--- src/rtl/eau_sequencer.sv ---
// Round-robin sequencer sharing the external address unit (Eau) between two requesters.
// Captures the granted address, loads it bytewise or as a word, holds the address phase, then acks.
module eau_sequencer #(
  parameter int unsigned ADDR_CYCLES = 2
) (
  input  logic        clk,
  input  logic        rst,
  input  logic        req0,
  input  logic        req1,
  input  logic        wide0,
  input  logic        wide1,
  input  logic [15:0] addr0,
  input  logic [15:0] addr1,
  output logic        gnt0,
  output logic        gnt1,
  output logic        ack0,
  output logic        ack1,
  output logic        busy,
  output logic [7:0]  eau_d,
  output logic [15:0] eau_a,
  output logic        eau_di,
  output logic        eau_ls,
  output logic        eau_hs,
  output logic        eau_ai,
  output logic        eau_ao,
  output logic        eau_do,
  output logic        eau_rst
);

  localparam int unsigned CNT_W  = 4;
  localparam int unsigned ADDR_W = 16;
  localparam int unsigned BYTE_W = 8;
  localparam logic [CNT_W-1:0] CNT_LOAD = CNT_W'(ADDR_CYCLES - 1);

  typedef enum logic [2:0] {
    S_INIT,
    S_IDLE,
    S_LOAD_LO,
    S_LOAD_HI,
    S_LOAD_W,
    S_ADDR,
    S_ACK
  } state_t;

  state_t             r_state;
  state_t             w_state_nxt;
  logic [ADDR_W-1:0]  r_addr;
  logic [ADDR_W-1:0]  w_addr_nxt;
  logic               r_owner;
  logic               w_owner_nxt;
  logic               r_ptr;
  logic               w_ptr_nxt;
  logic [CNT_W-1:0]   r_cnt;
  logic [CNT_W-1:0]   w_cnt_nxt;

  logic               w_grant;
  logic               w_sel_wide;
  logic [ADDR_W-1:0]  w_sel_addr;

  logic               r_gnt0, r_gnt1, r_ack0, r_ack1, r_busy;
  logic               r_eau_di, r_eau_ls, r_eau_hs, r_eau_ai, r_eau_ao, r_eau_rst;
  logic [BYTE_W-1:0]  r_eau_d;
  logic [ADDR_W-1:0]  r_eau_a;

  logic               w_gnt0, w_gnt1, w_ack0, w_ack1, w_busy;
  logic               w_eau_di, w_eau_ls, w_eau_hs, w_eau_ai, w_eau_ao, w_eau_rst;
  logic [BYTE_W-1:0]  w_eau_d;
  logic [ADDR_W-1:0]  w_eau_a;
  logic               w_owned;

  // On contention the pointer names the preferred requester; a lone request always wins.
  assign w_grant    = (req0 && req1) ? r_ptr : req1;
  assign w_sel_wide = w_grant ? wide1 : wide0;
  assign w_sel_addr = w_grant ? addr1 : addr0;

  // Next state plus output decode; outputs are decoded from the next-state registers so they
  // land in flops on the same edge as the state they describe.
  always_comb begin
    w_state_nxt = r_state;
    w_addr_nxt  = r_addr;
    w_owner_nxt = r_owner;
    w_ptr_nxt   = r_ptr;
    w_cnt_nxt   = r_cnt;

    w_gnt0    = 1'b0;
    w_gnt1    = 1'b0;
    w_ack0    = 1'b0;
    w_ack1    = 1'b0;
    w_busy    = 1'b0;
    w_eau_di  = 1'b0;
    w_eau_ls  = 1'b0;
    w_eau_hs  = 1'b0;
    w_eau_ai  = 1'b0;
    w_eau_ao  = 1'b0;
    w_eau_rst = 1'b0;
    w_eau_d   = '0;
    w_eau_a   = '0;
    w_owned   = 1'b0;

    unique case (r_state)
      S_INIT: w_state_nxt = S_IDLE;
      S_IDLE: begin
        if (req0 || req1) begin
          w_owner_nxt = w_grant;
          w_addr_nxt  = w_sel_addr;
          w_ptr_nxt   = ~w_grant;
          w_state_nxt = w_sel_wide ? S_LOAD_W : S_LOAD_LO;
        end
      end
      S_LOAD_LO: w_state_nxt = S_LOAD_HI;
      S_LOAD_HI, S_LOAD_W: begin
        w_state_nxt = S_ADDR;
        w_cnt_nxt   = CNT_LOAD;
      end
      S_ADDR: begin
        if (r_cnt == '0) begin
          w_state_nxt = S_ACK;
        end else begin
          w_cnt_nxt = r_cnt - CNT_W'(1);
        end
      end
      S_ACK: w_state_nxt = S_IDLE;
      default: w_state_nxt = S_INIT;
    endcase

    unique case (w_state_nxt)
      S_INIT: begin
        w_busy    = 1'b1;
        w_eau_rst = 1'b1;
      end
      S_LOAD_LO: begin
        w_owned  = 1'b1;
        w_eau_di = 1'b1;
        w_eau_ls = 1'b1;
        w_eau_d  = w_addr_nxt[BYTE_W-1:0];
      end
      S_LOAD_HI: begin
        w_owned  = 1'b1;
        w_eau_di = 1'b1;
        w_eau_hs = 1'b1;
        w_eau_d  = w_addr_nxt[ADDR_W-1:BYTE_W];
      end
      S_LOAD_W: begin
        w_owned  = 1'b1;
        w_eau_ai = 1'b1;
        w_eau_a  = w_addr_nxt;
      end
      S_ADDR: begin
        w_owned  = 1'b1;
        w_eau_ao = 1'b1;
      end
      S_ACK: begin
        w_owned = 1'b1;
        w_ack0  = ~w_owner_nxt;
        w_ack1  = w_owner_nxt;
      end
      default: ;
    endcase

    if (w_owned) begin
      w_busy = 1'b1;
      w_gnt0 = ~w_owner_nxt;
      w_gnt1 = w_owner_nxt;
    end
  end

  // State, capture and output registers.
  always_ff @(posedge clk) begin
    if (rst) begin
      r_state   <= S_INIT;
      r_addr    <= '0;
      r_owner   <= 1'b0;
      r_ptr     <= 1'b0;
      r_cnt     <= '0;
      r_gnt0    <= 1'b0;
      r_gnt1    <= 1'b0;
      r_ack0    <= 1'b0;
      r_ack1    <= 1'b0;
      r_busy    <= 1'b1;
      r_eau_di  <= 1'b0;
      r_eau_ls  <= 1'b0;
      r_eau_hs  <= 1'b0;
      r_eau_ai  <= 1'b0;
      r_eau_ao  <= 1'b0;
      r_eau_rst <= 1'b1;
      r_eau_d   <= '0;
      r_eau_a   <= '0;
    end else begin
      r_state   <= w_state_nxt;
      r_addr    <= w_addr_nxt;
      r_owner   <= w_owner_nxt;
      r_ptr     <= w_ptr_nxt;
      r_cnt     <= w_cnt_nxt;
      r_gnt0    <= w_gnt0;
      r_gnt1    <= w_gnt1;
      r_ack0    <= w_ack0;
      r_ack1    <= w_ack1;
      r_busy    <= w_busy;
      r_eau_di  <= w_eau_di;
      r_eau_ls  <= w_eau_ls;
      r_eau_hs  <= w_eau_hs;
      r_eau_ai  <= w_eau_ai;
      r_eau_ao  <= w_eau_ao;
      r_eau_rst <= w_eau_rst;
      r_eau_d   <= w_eau_d;
      r_eau_a   <= w_eau_a;
    end
  end

  assign gnt0    = r_gnt0;
  assign gnt1    = r_gnt1;
  assign ack0    = r_ack0;
  assign ack1    = r_ack1;
  assign busy    = r_busy;
  assign eau_d   = r_eau_d;
  assign eau_a   = r_eau_a;
  assign eau_di  = r_eau_di;
  assign eau_ls  = r_eau_ls;
  assign eau_hs  = r_eau_hs;
  assign eau_ai  = r_eau_ai;
  assign eau_ao  = r_eau_ao;
  assign eau_do  = 1'b0;
  assign eau_rst = r_eau_rst;

endmodule

--- config.mk ---
export PLATFORM = sky130hd
export DESIGN_NAME = eau_sequencer
export DESIGN_NICKNAME = d
export VERILOG_FILES = /design/src/rtl/eau_sequencer.sv
export SDC_FILE = /design/constraint.sdc
export NUM_CORES = 1
export LEC_CHECK = 0
export CORE_ASPECT_RATIO = 0.7
export CORE_MARGIN = 2
export CORE_UTILIZATION = 45
export DETAILED_ROUTE_END_ITERATION = 7
export PLACE_DENSITY = 0.77
export SLEW_MARGIN = 20
export SYNTH_ARGS = -nofsm -noshare
export SYNTH_HDL_FRONTEND = slang
export SYNTH_SLANG_ARGS = --single-unit
--- constraint.sdc ---
create_clock -name clk -period 4.26 [get_ports clk]
set_clock_uncertainty 0.05 [all_clocks]
set_input_delay 0.639 -clock clk [delete_from_list [all_inputs] [get_ports clk]]
set_output_delay 0.639 -clock clk [all_outputs]
set_load 0.005 [all_outputs]
# Yosys cells after proc, flatten, opt, wreduce, memory -nomap -nowiden
# Cells that the tools add are included.
# Widths: inputs -> output; s select.
[totals]
regBits = 60
in_bits = 38
wordCells = 73
[classes]
addsub = 1
eq_ne = 12
mux = 21
bitwise_logic = 5
n_reduce_logical = 16
[ops]
columns = ["operator", "count"]
rows = [
  ["$mux 16", 3],
  ["$eq 3x3->1 const B", 6],
  ["$pmux 8 s2", 1],
  ["$pmux 3 s5", 1],
  ["$reduce_or 2->1", 7],
  ["$eq 3x2->1 const B", 4],
  ["$mux 1", 11],
  ["$mux 3", 3],
  ["$pmux 4 s2", 1],
  ["$logic_not 3->1", 2],
  ["$not 1->1", 5],
  ["$reduce_or 5->1", 1],
  ["$logic_not 4->1", 1],
  ["$mux 4", 1],
  ["$reduce_and 2->1", 2],
  ["$sub 4x1->4 const B", 1],
  ["$eq 3x1->1 const B", 1],
  ["$ne 2x2->1 const B", 1],
  ["$reduce_bool 2->1", 1],
  ["$logic_and 1x1->1", 1],
  ["$logic_or 1x1->1", 1],
]

# Longest topological paths before layout
# Gate-level depths: netlist of run 1.
[depth]
depth_word = 11
depth_mapped = 8
depth_no_buf = 6

# Least setup slack after synthesis of run 1
# Ideal clock, no wire load.
[synth_path]
kind = "input-to-reg"
startpoint = "input port req1"
endpoint = "register r_eau_a[0] (netlist: eau_a[0])"
setup_time_ns = 0.142
arrival_time_ns = 1.751
path_slack_ns = 2.317
path_stages = 8
n_path_buf = 4
path_cell_list = "buf_2 > or2_0 > buf_6 > and2_1 > buf_4 > buf_6 > nor2_1 > nor4_2"
[synth_via]
elab_chain_len = 9
word_cells_on_any_way = 13
[synth_rtl]
columns = ["item", "line_no", "text"]
rows = [
  ["from (decl)", "9", "input logic req1,"],
  ["$logic_and 1x1->1", "72", "assign w_grant = (req0 && req1) ? r_ptr : req1;"],
  ["$mux 1", "72", ""],
  ["$mux 1", "73", "assign w_sel_wide = w_grant ? wide1 : wide0;"],
  ["$mux 3", "107", "w_state_nxt = w_sel_wide ? S_LOAD_W : S_LOAD_LO;"],
  ["$mux 3", "103", "if (req0 || req1) begin"],
  ["$pmux 3 s5", "100", "unique case (r_state)"],
  ["$eq 3x3->1", "126", "unique case (w_state_nxt)"],
  ["$not 1->1 (no source line)", "-", ""],
  ["$reduce_or 2->1 (no source line)", "-", ""],
  ["to (signal assigned)", "206", "r_eau_a <= w_eau_a;"],
  ["to (decl)", "63", "logic [ADDR_W-1:0] r_eau_a;"],
]
# Several ways; a longest one is shown, not always the timed one.
# A chain may end at the register's enable or synchronous reset.

# Worst setup path after layout of run 1
[layout_path]
startpoint = "input port req1"
endpoint = "register r_eau_d[0] (netlist: eau_d[0])"
[layout_via]
elab_chain_len = 8
word_cells_on_any_way = 13
[layout_rtl]
columns = ["item", "line_no", "text"]
rows = [
  ["$logic_and 1x1->1", "72", ""],
  ["$mux 1", "72", ""],
  ["$mux 1", "73", ""],
  ["$mux 3", "107", ""],
  ["$mux 3", "103", ""],
  ["$pmux 3 s5", "100", ""],
  ["$eq 3x2->1", "126", ""],
  ["$pmux 8 s2 (*)", "126", ""],
  ["to (signal assigned)", "205", "r_eau_d <= w_eau_d;"],
  ["to (decl)", "62", "logic [BYTE_W-1:0] r_eau_d;"],
]
# Mark *: on every way between the ends. The rest lies on a longest branch, timed or not.

==> results of run 1 <==
## stage by stage
| step | cell area (um^2) | utilization |
|---|---|---|
| final | 3300 | 0.634 |
| after global routing | 3300 | 0.634 |
| after CTS | 3300 | 0.634 |
| after detailed placement | 3130 | 0.602 |
| after global placement | 3130 | 0.602 |
| after floorplan | 2420 | - |
## power by group through the flow
stage          Sequential (uW)  Clock, uW  Combinational [uW]
3_5_place_dp               624          0                 221
2_1_floorplan              622          0                 137
6_report                   613        433                 224
5_1_grt                    616        476                 246
4_1_cts                    613        441                 222
3_3_place_gp               624          0                 218
## worst min path at each step
stage | end | slack, ns | cells past startpoint
6_report | eau_d[1] | 0.46 | 2
5_1_grt | eau_d[0] | 0.49 | 2
4_1_cts | eau_d[1] | 0.46 | 2
3_5_place_dp | eau_d[7] | 0.44 | 2
3_3_place_gp | r_addr[4] | 0.44 | 2
2_1_floorplan | eau_d[0] | 0.42 | 2
## cell usage in the layout, fill, tap and decap left out, drive strengths merged, types with 8 or more instances in the layout
cell and instances:
a21oi 12, a31oi 9, and2 9, and3 8
clkbuf 9, clkdlybuf4s50 72, dfxtp 60, inv 9
nand2 8, nand3 15, nor2 19, nor2b 9
nor3 12, nor4 8, o21ai 13, o22ai 8
## per-layer routing
metal	GRT usage	part of all wire	up-vias
met1	0.305	0.49	963
li1	-	-	1046
met4	0.0373	0.010	0
met5	0	0	-
met2	0.290	0.42	87
met3	0.0849	0.085	9
## state kept, by name, indices dropped and copies added, names as in the netlist, 3 cells and up
| name | flops |
|---|---|
| eau_a | 16 |
| eau_d | 8 |
| r_addr | 16 |
| r_cnt | 4 |
| r_state | 3 |
## worst max-delay path, cell delays in order
cell and delay [ns]:
clkdlybuf4s50_1 0.45, buf_4 0.25, or2_0 0.49, and2_1 0.67, and3_1 0.33, o22ai_1 0.09
## logic make-up (layout without fill, tap and decap cells)
kind of cell,after synthesis,count (layout),share of synthesized area
AOI/OAI and AO/OA,61,61,0.167
xor gates and xnor gates,2,2,0.00723
adders and majority gates,2,2,0.0103
buffers and inverters,30,99,0.0615
DFF,60,60,0.496
other,1,1,0.00155
and+or+nand+nor,102,102,0.256
## area by class of cell
class | count | area, um^2
Clock buffer | 9 | 124
Clock inverter | 7 | 43.8
Inverter | 9 | 33.8
Tap cell | 72 | 90.1
Multi-Input combinational cell | 168 | 1070
Timing Repair Buffer | 74 | 736
Sequential cell | 60 | 1200
Fill cell | 415 | 1900
## cell usage after synthesis (all sizes together) (2+ instances only)
cell type,number,area [um^2]
o21ai,13,65.1
or2,2,12.5
ha,2,25.0
and2,9,56.3
a31o,2,17.5
a32o,2,20.0
a21oi,12,60.1
xor2,2,17.5
o22ai,8,50.1
buf,10,73.8
or3,2,12.5
and3,8,50.1
nor3,12,60.1
nor4,8,100
a211oi,6,60.1
dfxtp,60,1200
nand2,8,37.5
inv,9,33.8
nor2b,9,56.3
a32oi,2,17.5
or3b,2,17.5
nand3,15,75.1
clkbuf,11,41.3
nand2b,2,12.5
nor2,19,71.3
and2b,2,15.0
a31oi,9,56.3
==> impl_metrics.csv, run 1 <==
group,metric,value,unit
sta,timing.final.crit_share,0.648,
power,clkPwrFrac,0.341,
cells_and_area,drive_gt1_frac,0.107,
floorplanning,design.core.area,0.00520,mm^2
worst_setup_path,rr_worst_depth,4,
flow_run,maxCapViolCount,0,
power,p_int,909,uW
power,p_total,1270,uW
clocking,cts-resized-gates,0,
synthesis,yosysUniqueCellTypes,45,
power,p_sw_frac,0.284,
drt,ant_nets,0,
floorplanning,ios,74,
sta,layout_setup_ws,1.50,ns
worst_hold_path,min-delay-start,"r_addr[9]",
floorplanning,die_area,0.00600,mm^2
synthesis,ys_seq_area_frac,0.496,
grt,antenna_found_initial,0,
drt,wirelength,5.91,mm
clocking,cts_setup_buffers,0,
worst_setup_path,cp_data_required_time,4.43,ns
power,power_frac_comb,0.177,
sta,tightestPinTransition,0.935,ns
worst_setup_path,worstPathArrival,2.93,ns
clocking,cts.sinks,60,
clocking,clock_latency,0.34,ns
sta,setup_viol,0,
worst_setup_path,r2r_slack,1.92,ns
clocking,cts_tree,"built",
sta,rsz0062_at_grt,"no",
grt,gr-total-overflow,0,
sta,hold_viol_final,0,
worst_setup_path,startpoint,"req1",
worst_setup_path,worst_setup_path_start_kind,"primary input",
power,p_seq_frac,0.483,
synthesis,syn_inst,258,
grt,grt_max_degree,27,
clocking,path_clk_slew,0.07,ns
drt,dr.pass1.iters,4,
placed_design,dp_cells,383,
drt,vias,2105,
clocking,cts.path.max_buffers,2,
cells_and_area,layout.cells.non_filler,399,
synthesis,ys_ff_latch,60,
drt,drt_iter0_markers,129,
synthesis,syn_area,0.00242,mm^2
sta,maxSlewViolCount,0,
cells_and_area,antenna_cells,0,
power,powerDensity,385,mW/mm^2
floorplanning,die_height,65.4,um
worst_setup_path,end_kind,"flip-flop",
clocking,root_buffer,"clkbuf_8",
sta,slew_headroom,0.374,
synthesis,syn-mean-instance-area,9.39,um^2
drt,wl_per_cell,14.8,um
grt,grt_pass1_wl,9.54,mm
worst_setup_path,crit_type,"in -> reg",
clocking,cts_htree_levels,3,
synthesis,synthArstFlopShare,0,
clocking,ctsHoldBuffers,0,
worst_hold_path,hp-class,"reg -> reg",
power,p_switching,360,uW
placed_design,io_buffers,72,
power,irDropWorstVdd,220,uV
floorplanning,die_x,91.7,um
sta,finalSetupTns,0,ns
drt,viasPerCell,5.28,
sta,fmax,362,MHz
placed_design,hpwl,4.16,mm
synthesis,yosysWarnings,0,
clocking,cts_made_buffers,9,
worst_setup_path,r2r-end,"eau_d[0]",
synthesis,synth_ff_type,"dfxtp_1",
floorplanning,rows,22,
sta,fin_hold_ws,0.458,ns
grt,grt_util_all_layers,0.209,
placed_design,dpl_worst_slack,1.17,ns
worst_setup_path,r2r-start,"r_state[0]",
worst_setup_path,endpoint,"eau_d[0]",
cells_and_area,area_delta_synth_final,36.3,%
placed_design,gp_congestion,0.838,
power,power.leakage,0.00123,uW
grt,grt_pass1_vias,1925,
sta,fin_crit,2.76,ns
run_status,run_status,"completed",
cells_and_area,nNetsFinal,362,
synthesis,synth_edf_count,0,
worst_setup_path,path_max_fanout,26,
synthesis,postSynthNetCount,298,
drt,drc,0,
floorplanning,start_util,0.466,
Power figures use the tool's default switching activity.
==> inputs of run 2 (changes only) <==
--- a/config.mk
+++ b/config.mk
@@ -7,9 +7,9 @@
 export LEC_CHECK = 0
 export CORE_ASPECT_RATIO = 0.7
 export CORE_MARGIN = 2
-export CORE_UTILIZATION = 45
+export CORE_UTILIZATION = 42
 export DETAILED_ROUTE_END_ITERATION = 7
-export PLACE_DENSITY = 0.77
+export PLACE_DENSITY = 0.76
 export SLEW_MARGIN = 20
 export SYNTH_ARGS = -nofsm -noshare
 export SYNTH_HDL_FRONTEND = slang
==> constraint.sdc (replaced) <==
create_clock -name clk -period 2.4 [get_ports clk]
set_clock_uncertainty 0.05 [all_clocks]
set_input_delay 0.36 -clock clk [delete_from_list [all_inputs] [get_ports clk]]
set_output_delay 0.36 -clock clk [all_outputs]
set_load 0.005 [all_outputs]
==> impl_metrics.csv, run 2 (synthesized netlist as in run 1, its figures left out) <==
group,metric,value,unit
run_status,run_status,"completed",
grt,grt_pass1_vias,2018,
sta,finalSetupTns,0,ns
drt,dr.pass1.iters,4,
power,powerDensity,678,mW/mm^2
placed_design,io_buffers,72,
clocking,clock_latency,0.34,ns
grt,grt_util_all_layers,0.206,
clocking,cts-resized-gates,0,
worst_setup_path,worstPathCellList,"clkdlybuf4s50_1 > buf_12 > inv_1 > o21ai_0 > a21o_1 > nand4b_1",
drt,drt_iter0_markers,104,
power,power_frac_comb,0.185,
clocking,cts.sinks,60,
clocking,cts_htree_levels,3,
floorplanning,ios,74,
cells_and_area,antenna_cells,0,
sta,timing.final.crit_share,0.839,
worst_setup_path,rr_worst_depth,4,
grt,grt_pass1_wl,9.83,mm
sta,slew_headroom,0.650,
worst_setup_path,path_max_fanout,25,
clocking,ctsHoldBuffers,0,
drt,ant_nets,0,
sta,rsz0062_at_grt,"no",
floorplanning,start_util,0.429,
worst_setup_path,cp_top_family,"compound AO/OA/AOI/OAI gates",
grt,antenna_found_initial,0,
clocking,path_clk_slew,0.07,ns
cells_and_area,most-common-layout-cells,"clkdlybuf4s50_1, dfxtp_1, nor2_1",
power,irDropWorstVdd,284,uV
sta,fin_hold_ws,0.463,ns
drt,drc,0,
worst_setup_path,crit_type,"in -> reg",
worst_setup_path,crit_buf_inv,3,
clocking,cts_tree,"built",
power,power.leakage,0.00129,uW
floorplanning,rows,23,
grt,gr-total-overflow,0,
worst_hold_path,hp-class,"reg -> reg",
cells_and_area,nNetsFinal,373,
worst_setup_path,worst_setup_path_start_kind,"primary input",
sta,fin_crit,2.01,ns
placed_design,gp_congestion,0.877,
floorplanning,die_x,94.8,um
drt,viasPerCell,5.24,
cells_and_area,final_common_cell,"clkdlybuf4s50_1",
floorplanning,die_height,67.5,um
sta,maxSlewViolCount,0,
clocking,cts.path.max_buffers,2,
cells_and_area,drive_gt1_frac,0.130,
cells_and_area,area_delta_synth_final,40.4,%
sta,tightestPinTransition,0.524,ns
power,p_switching,639,uW
worst_setup_path,slowest_stage,"clkdlybuf4s50_1",
clocking,root_buffer,"clkbuf_8",
worst_setup_path,cp_data_required_time,2.53,ns
clocking,cts_setup_buffers,0,
clocking,cts_made_buffers,9,
drt,wirelength,6.23,mm
cells_and_area,fillCellCount,524,
sta,setup_viol,0,
power,p_seq_frac,0.471,
floorplanning,die_area,0.00640,mm^2
floorplanning,design.core.area,0.00564,mm^2
power,clkPwrFrac,0.343,
worst_hold_path,hold_path_depth,2,
worst_setup_path,cp.depth,6,
power,p_sw_frac,0.277,
drt,wl_per_cell,15.1,um
power,p_int,1670,uW
sta,fmax,497,MHz
worst_setup_path,cpPeakStageDelay,0.52,ns
worst_setup_path,end_kind,"flip-flop",
grt,grt_max_degree,26,
flow_run,maxCapViolCount,0,
drt,vias,2164,
sta,hold_viol_final,0,
worst_setup_path,worstPathArrival,2.14,ns
placed_design,hpwl,4.52,mm
run 2: changes by cell type in the layout (fill, tap and decap cells not counted), sizes merged:
cell,before,now
clkinv,5,2
clkbuf,9,12
buf,2,13
run 2: area by class of cell:
type | count | area (um^2) | share of cell area
Sequential cell | 60 | 1200 | 0.353
Multi-Input combinational cell | 168 | 1070 | 0.315
Timing Repair Buffer | 85 | 831 | 0.244
Clock buffer | 12 | 145 | 0.0427
Tap cell | 75 | 93.8 | 0.0276
Inverter | 9 | 33.8 | 0.00993
Clock inverter | 4 | 25.0 | 0.00736
run 2: metal layers:
layer | global-route usage | vias up | wire (um)
met5 | 0 | - | 0
met4 | 0.0797 | 0 | 117
met3 | 0.0725 | 16 | 591
met2 | 0.294 | 87 | 2720
met1 | 0.286 | 998 | 2800
li1 | - | 1063 | -
run 2: per-stage QoR:
stage               cells  setup slack (ns)  total power, uW  utilization  cell area [um^2]
floorplan             258             0.736             1350            -              2420
CTS                   413             0.437             2320        0.603              3400
detailed placement    397             0.103             1530        0.573              3230
global route          413             0.279             2420        0.603              3400
global placement      397             0.209             1520        0.573              3230
finish                413             0.387             2310        0.603              3400
run 2: worst register-to-register path, stage by stage, from the launching register on:
cell	delay (ns)
dfxtp_1	0.46
nor3b_4	0.34
nand2_4	0.16
a21o_1	0.37
nor4_2	0.32
run 2: power groups by stage:
stage                     registers, uW  clock network (uW)  logic [uW]
after floorplan                    1100                   0         242
after global placement             1110                   0         416
after detailed placement           1110                   0         423
after CTS                          1090                 809         425
after global routing               1090                 854         468
final                              1090                 792         428
run 2: path summary, 6_finish.rpt:
path	from	end	slack [ns]
min reg2reg	r_addr[4]	r_addr[4]	0.46
max	req1	busy	0.39
min	r_addr[4]	r_addr[4]	0.46
max reg2reg	r_state[0]	eau_a[6]	0.62
